## config.mk

```make
export PLATFORM = sky130hd
export DESIGN_NAME = fetch_ctl
export DESIGN_NICKNAME = d
export VERILOG_FILES = /design/src/rtl/fetch_ctl.sv
export SDC_FILE = /design/constraint.sdc
export NUM_CORES = 1
export LEC_CHECK = 0
export ABC_AREA = 0
export CAP_MARGIN = 15
export CORE_ASPECT_RATIO = 0.7
export CORE_UTILIZATION = 24
export DETAILED_ROUTE_END_ITERATION = 7
export GPL_TIMING_DRIVEN = 0
export PLACE_DENSITY = 0.86
export SLEW_MARGIN = 20
export SYNTH_ARGS = -nofsm -noshare
export SYNTH_HDL_FRONTEND = slang
export SYNTH_SLANG_ARGS = --single-unit
export TNS_END_PERCENT = 30
```

## constraint.sdc

```tcl
create_clock -name clk_i -period 1.85 [get_ports clk_i]
set_input_delay 0.37 -clock clk_i [delete_from_list [all_inputs] [get_ports clk_i]]
set_output_delay 0.37 -clock clk_i [all_outputs]
set_load 0.01 [all_outputs]
```

## src/rtl/fetch_ctl.sv

```systemverilog
// Fetch-side control: decodes JMP/BRZ/WAIT/HALT and drives the PC redirect inputs.
// Build option: define FETCH_CTL_WAIT_EN to include the counted WAIT stall.
module fetch_ctl (
   input  logic        clk_i,
   input  logic        rst_ni,
   input  logic [15:0] instr_i,
   input  logic        flag_z_i,
   output logic        jump_o,
   output logic        branch_o,
   output logic [7:0]  displacement_o,
   output logic [15:0] jump_tgt_o,
   output logic [15:0] instr_o,
   output logic        valid_o,
   output logic        halted_o
);

   localparam logic [3:0] OP_BRZ  = 4'hB;
   localparam logic [3:0] OP_JMP  = 4'hE;
   localparam logic [3:0] OP_HALT = 4'hF;
`ifdef FETCH_CTL_WAIT_EN
   localparam logic [3:0] OP_WAIT = 4'hA;

   typedef enum logic [1:0] {S_RUN, S_TGT, S_WAIT, S_HALT} state_e;
`else
   typedef enum logic [1:0] {S_RUN, S_TGT, S_HALT} state_e;
`endif

   state_e state_q, state_d;
`ifdef FETCH_CTL_WAIT_EN
   logic [7:0] cnt_q, cnt_d;
`endif

   logic [3:0] opcode;
   logic [7:0] imm8;

   assign opcode = instr_i[15:12];
   assign imm8   = instr_i[7:0];

   // NOTE: sequential state uses non-blocking assignments so every flop samples pre-edge values.
   always_ff @(posedge clk_i or negedge rst_ni) begin
      if (!rst_ni) begin
         state_q <= S_RUN;
`ifdef FETCH_CTL_WAIT_EN
         cnt_q   <= 8'h00;
`endif
      end else begin
         state_q <= state_d;
`ifdef FETCH_CTL_WAIT_EN
         cnt_q   <= cnt_d;
`endif
      end
   end

   // NOTE: every signal written here gets a default first, so no path can infer a latch.
   always_comb begin
      state_d        = state_q;
`ifdef FETCH_CTL_WAIT_EN
      cnt_d          = cnt_q;
`endif
      jump_o         = 1'b0;
      branch_o       = 1'b0;
      displacement_o = 8'h00;
      jump_tgt_o     = 16'h0000;
      valid_o        = 1'b0;
      halted_o       = 1'b0;
      instr_o        = instr_i;

      unique case (state_q)
         S_RUN: begin
            valid_o = 1'b1;
            unique case (opcode)
               OP_BRZ: begin
                  branch_o       = flag_z_i;
                  displacement_o = imm8;
               end
               OP_JMP: begin
                  // Let the PC step onto the target word; it is loaded next cycle.
                  valid_o = 1'b0;
                  state_d = S_TGT;
               end
               OP_HALT: begin
                  branch_o = 1'b1;
                  state_d  = S_HALT;
               end
`ifdef FETCH_CTL_WAIT_EN
               OP_WAIT: begin
                  if (imm8 != 8'h00) begin
                     branch_o = 1'b1;
                     cnt_d    = imm8;
                     state_d  = S_WAIT;
                  end
               end
`endif
               default: ;
            endcase
         end
         S_TGT: begin
            jump_o     = 1'b1;
            jump_tgt_o = instr_i;
            state_d    = S_RUN;
         end
`ifdef FETCH_CTL_WAIT_EN
         S_WAIT: begin
            cnt_d = cnt_q - 8'd1;
            if (cnt_q != 8'd1) begin
               branch_o = 1'b1;
            end else begin
               state_d = S_RUN;
            end
         end
`endif
         S_HALT: begin
            branch_o = 1'b1;
            halted_o = 1'b1;
         end
         default: state_d = S_RUN;
      endcase

      // Outputs are silenced for the whole reset pulse, not just at the edge.
      if (!rst_ni) begin
         jump_o         = 1'b0;
         branch_o       = 1'b0;
         displacement_o = 8'h00;
         jump_tgt_o     = 16'h0000;
         valid_o        = 1'b0;
         halted_o       = 1'b0;
         instr_o        = 16'h0000;
      end
   end

endmodule

```

* Word-level counts from Yosys, hierarchy flattened
Cells that the tools add are included.
** Cells by class
- Shift-type cells :: 0
- Order comparisons :: 0
- Div/mod/pow operators :: 0
- $mul :: 0
- Equal/unequal tests :: 6
- Bitwise logic cells :: 1
- Add/sub/neg operators :: 0
- Muxes and demuxes :: 18
- Reductions and logical operators :: 2
** Operator list (number)
- two-way mux 16 bit :: 3
- two-way mux 8 bit :: 3
- equality test 4 bit (second input constant) :: 3
- two-way mux 1 bit :: 8
- case mux 2 bit (2 select lines) :: 2
- case mux 1 bit (2 select lines) :: 2
- inequality test 3 bit (second input constant) :: 1
- equality test 2 x 1 -> 1 bit (second input constant) :: 1
- equality test 2 bit (second input constant) :: 1
- logical NOT 2 bit :: 1
- AND reduction 2 bit :: 1
- inverter 1 bit :: 1
** Storage, ports and cells
- Memory bits (read-only) :: 0
- Logic and storage cells :: 28
- Memory bits (writable) :: 0
- Input bits :: 19
- Register bits :: 2
- Latch bits :: 0
- Output and inout port bits :: 44
- Memories kept :: 0

* Longest topological paths before layout
- Depth after elaboration :: 4
- Mapped depth :: 4

* Worst setup path after synthesis
OpenSTA, ideal clock, no wires.
- Kind :: flip-flop to output port
- Start :: reg state_q[1]
- End :: out displacement_o[0]
- Setup slack :: 0.290 ns
- Data arrival time :: 1.190 ns
- Stages on the path, launching flop included :: 5
- Required time :: 1.480 ns
- Path through :: dfrtp_1 -> buf_6 -> or3_4 -> buf_6 -> nor3_2
** Between the ends
- Cells in the longest elaborated chain, start to end :: 3
** Ends and longest elaborated chain
- start: declaration :: RTL line 28 : state_e state_q, state_d;
- start signal: assignment :: RTL line 47 : state_q <= state_d;
- logical NOT 2 bit :: RTL line 68 : unique case (state_q)
- two-way mux 8 bit :: RTL line 68
- two-way mux 8 bit :: RTL line 120 : if (!rst_ni) begin
- end: declaration :: RTL line 10 : output logic [7:0] displacement_o,
Every way passes these cells.

* Final worst setup path
- Start :: reg state_q[1]
- End :: out displacement_o[7]
The elaborated chain is that of the path after synthesis.

==> out/metrics.yaml <==
drt:
  drtIter0Drc: 22
  firstDrtPassIters: 4
  final_antenna_net_count: 0
  wirelength_mm: 2.40
  wire_per_inst_um: 14.6
  avgViaCountPerCell: 4.71
  route.vias.total: 772
  drc_errors: 0
global_route:
  track_usage_pct: 22.4
  met1_usage_pct: 25.6
  grt_pass1_wl_mm: 3.17
  antenna_found_initial: 0
  global_route.usage.met3_pct: 2.38
  grt_use_met2_pct: 38.6
  top_usage_layer: "met2"
  grt_start_max_net_pins: 11
  grt_pass1_vias: 645
  gr-total-overflow: 0
synthesis:
  synth_edf_count: 0
  syn_avg_cell_area_um2: 6.49
  yosys-top-cells-area: "and2_1, nor3_2, dfrtp_1"
  synthesis.nets: 89
  netlist_area_um2: 454
  synth_top_area_share_pct: 17.9
  synth_warnings: 0
  synth-async-reset-ratio_pct: 100
  yosysTopAreaCell: "and2_1"
  synth.ff_latch_count: 2
  synthTopCellsByCount: "and2_1, nor2_1, inv_1, nand2_1, nor3_2"
  synthDistinctLibCells: 19
  syn_inst: 70
  yosysMostFrequentCell: "and2_1"
  ys_seq_area_share_pct: 11.0
  synth_ff_type: "dfrtp_1"
placed_design:
  port_buffers: 62
  finalWeightedCongestion: 0.747
  hpwl_mm: 1.59
  dp_cells: 153
  place_ws_ns: -0.861
  placement.cell_area_mm2: 0.00110
sta:
  finalHoldViolCount: 0
  finalCritPeriodShare_pct: 107
  slew-limit-headroom_pct: 80.9
  fin_skew_ns: 0.00427
  holdWs_ns: 0.564
  maxSlewViolCount: 0
  layout_setup_ws_ns: -0.127
  setup_violations: 5
  rsz0062_at_grt: "true"
  worst_slew_pin_slew_ns: 0.284
  period_needed_ns: 1.98
  fmax_mhz: 506
outcome:
  violations: "negative setup slack"
  status: "finished with violations"
critical_path:
  startpoint_type: "flop"
  critPathSlowestCell: "or3_4"
  path_cells: "buf_6 > or3_4 > buf_4 > nor3_2 > buf_2"
  end_kind: "output pin"
  critPathKind: "reg2out"
  critPathMaxFanout: 8
  cp_top_family: "simple AND/OR/NAND/NOR gates"
  critical_path_required_ns: 1.48
  cp_num_buf_inv: 3
  arrival_ns: 1.61
  max_stage_delay_ns: 0.45
clocking:
  clock_latency_ns: 0.23
  ctsHtreeMaxLevel: 1
  root_buffer: "clkbuf_4"
  cts_tree: "done"
  path_clk_slew_ns: 0.03
  numCtsBuffers: 3
  max-clock-path-buffers: 2
  cts.sinks: 2
cells_and_area:
  n_antenna_cell: 0
  syn2layout_area_growth_pct: 155
  fillers: 149
  seq_area_um2: 51.3
  fin_cells: 164
  final_area_mm2: 0.00116
  biggestRegsByFlops: "state_q (2)"
  final_nets: 164
  multi_input_area_um2: 380
  largest-register: "state_q"
  drive_above_1_share_pct: 29.4
  largest_reg_flops: 2
pwr:
  power.leakage_nw: 0.656
  powerDensity_mw_per_mm2: 390
  power.total_w: 0.000451
  peakVddDrop_mv: 0.277
run:
  maxCapViolCount: 0
hold_path:
  hold_path_class: "in2async"
die:
  fp.dieW_um: 54.0
  die_area_mm2: 0.00207
  die_y_um: 38.4
  core_mm2: 0.00168
  placementRows: 12
  ios: 63
  start_util_pct: 27.0
==> stage by stage <==
step                utilization, %  TNS (ns)
global placement              65.5    -25.11
detailed placement            65.5    -27.57
CTS                           66.8    -0.245
global route                  68.8    -0.950
floorplan                        -         0
finish                        68.8    -0.403
==> worst register-to-register path, delay by kind of cell (launching register included) <==
family | cells | cell delay (ns)
DFF | 1 | 0.37
buffers and inverters | 2 | 0.27
AOI/OAI and AO/OA | 1 | 0.15
and+or+nand+nor | 1 | 0.06
==> layout by cell type, fill, tap and decap left out, types with 2 or more instances in the layout <==
master / netlist / routed
inv_1: 8 / 8
buf_2: 0 / 9
buf_4: 0 / 7
nand2_1: 8 / 8
and3_1: 5 / 5
nor2_1: 10 / 10
nor3_1: 2 / 2
clkbuf_2: 0 / 5
buf_6: 2 / 3
dlygate4sd2_1: 0 / 22
nor3_2: 8 / 7
and2_1: 13 / 13
clkbuf_4: 0 / 3
clkdlybuf4s50_1: 0 / 18
clkdlybuf4s15_1: 0 / 8
==> power breakdown <==
group | total, W | internal, W | switching [W]
logic | 0.000294 | 0.000159 | 0.000135
clock network | 0.000102 | 0.0000720 | 0.0000299
registers | 0.0000557 | 0.0000511 | 0.00000455
==> per-layer routing <==
metal  up-vias  routed length [µm]
met5         -                   0
met4         0                  93
met3        10                 122
met2        29                1210
met1       356                 977
li1        377                   -
==> kinds of logic (layout without fill, tap and decap cells) <==
group | count (synthesis) | count (layout) | share of synthesized area, %
simple gates | 53 | 53 | 71.6
buf+inv | 13 | 86 | 14.0
flops | 2 | 2 | 11.0
compound gates | 2 | 2 | 3.31
==> final timing paths <==
kind                             from                end  slack (ns)  cells after the start
max in group asynchronous      rst_ni         state_q[0]        1.13                      2
max reg2reg                state_q[1]         state_q[1]        0.88                      4
max                        state_q[1]  displacement_o[7]       -0.13                      5
min                            rst_ni         state_q[0]        0.56                      2
min in group clk_i         state_q[0]         state_q[0]        0.66                      2
min reg2reg                state_q[0]         state_q[0]        0.66                      2
==> timing repair <==
| item | 4_1_cts | 5_1_grt |
|---|---|---|
| hold buffers | 1 | 0 |
| pin swaps | 5 | 1 |
| resized for setup | 82 | 21 |
| setup buffers | 7 | 2 |
| endpoints found under the setup margin | 44 | 10 |
| endpoints found under the hold margin | 2 | 0 |
==> final cells by class <==
type                            instances  area share (%)
Timing Repair Buffer                   72            53.2
Multi-Input combinational cell         55            32.9
Sequential cell                         2            4.44
Buffer                                  3            2.60
Inverter                                8            2.60
Tap cell                               21            2.27
Clock buffer                            3            1.95
Power figures use the tool's default switching activity.
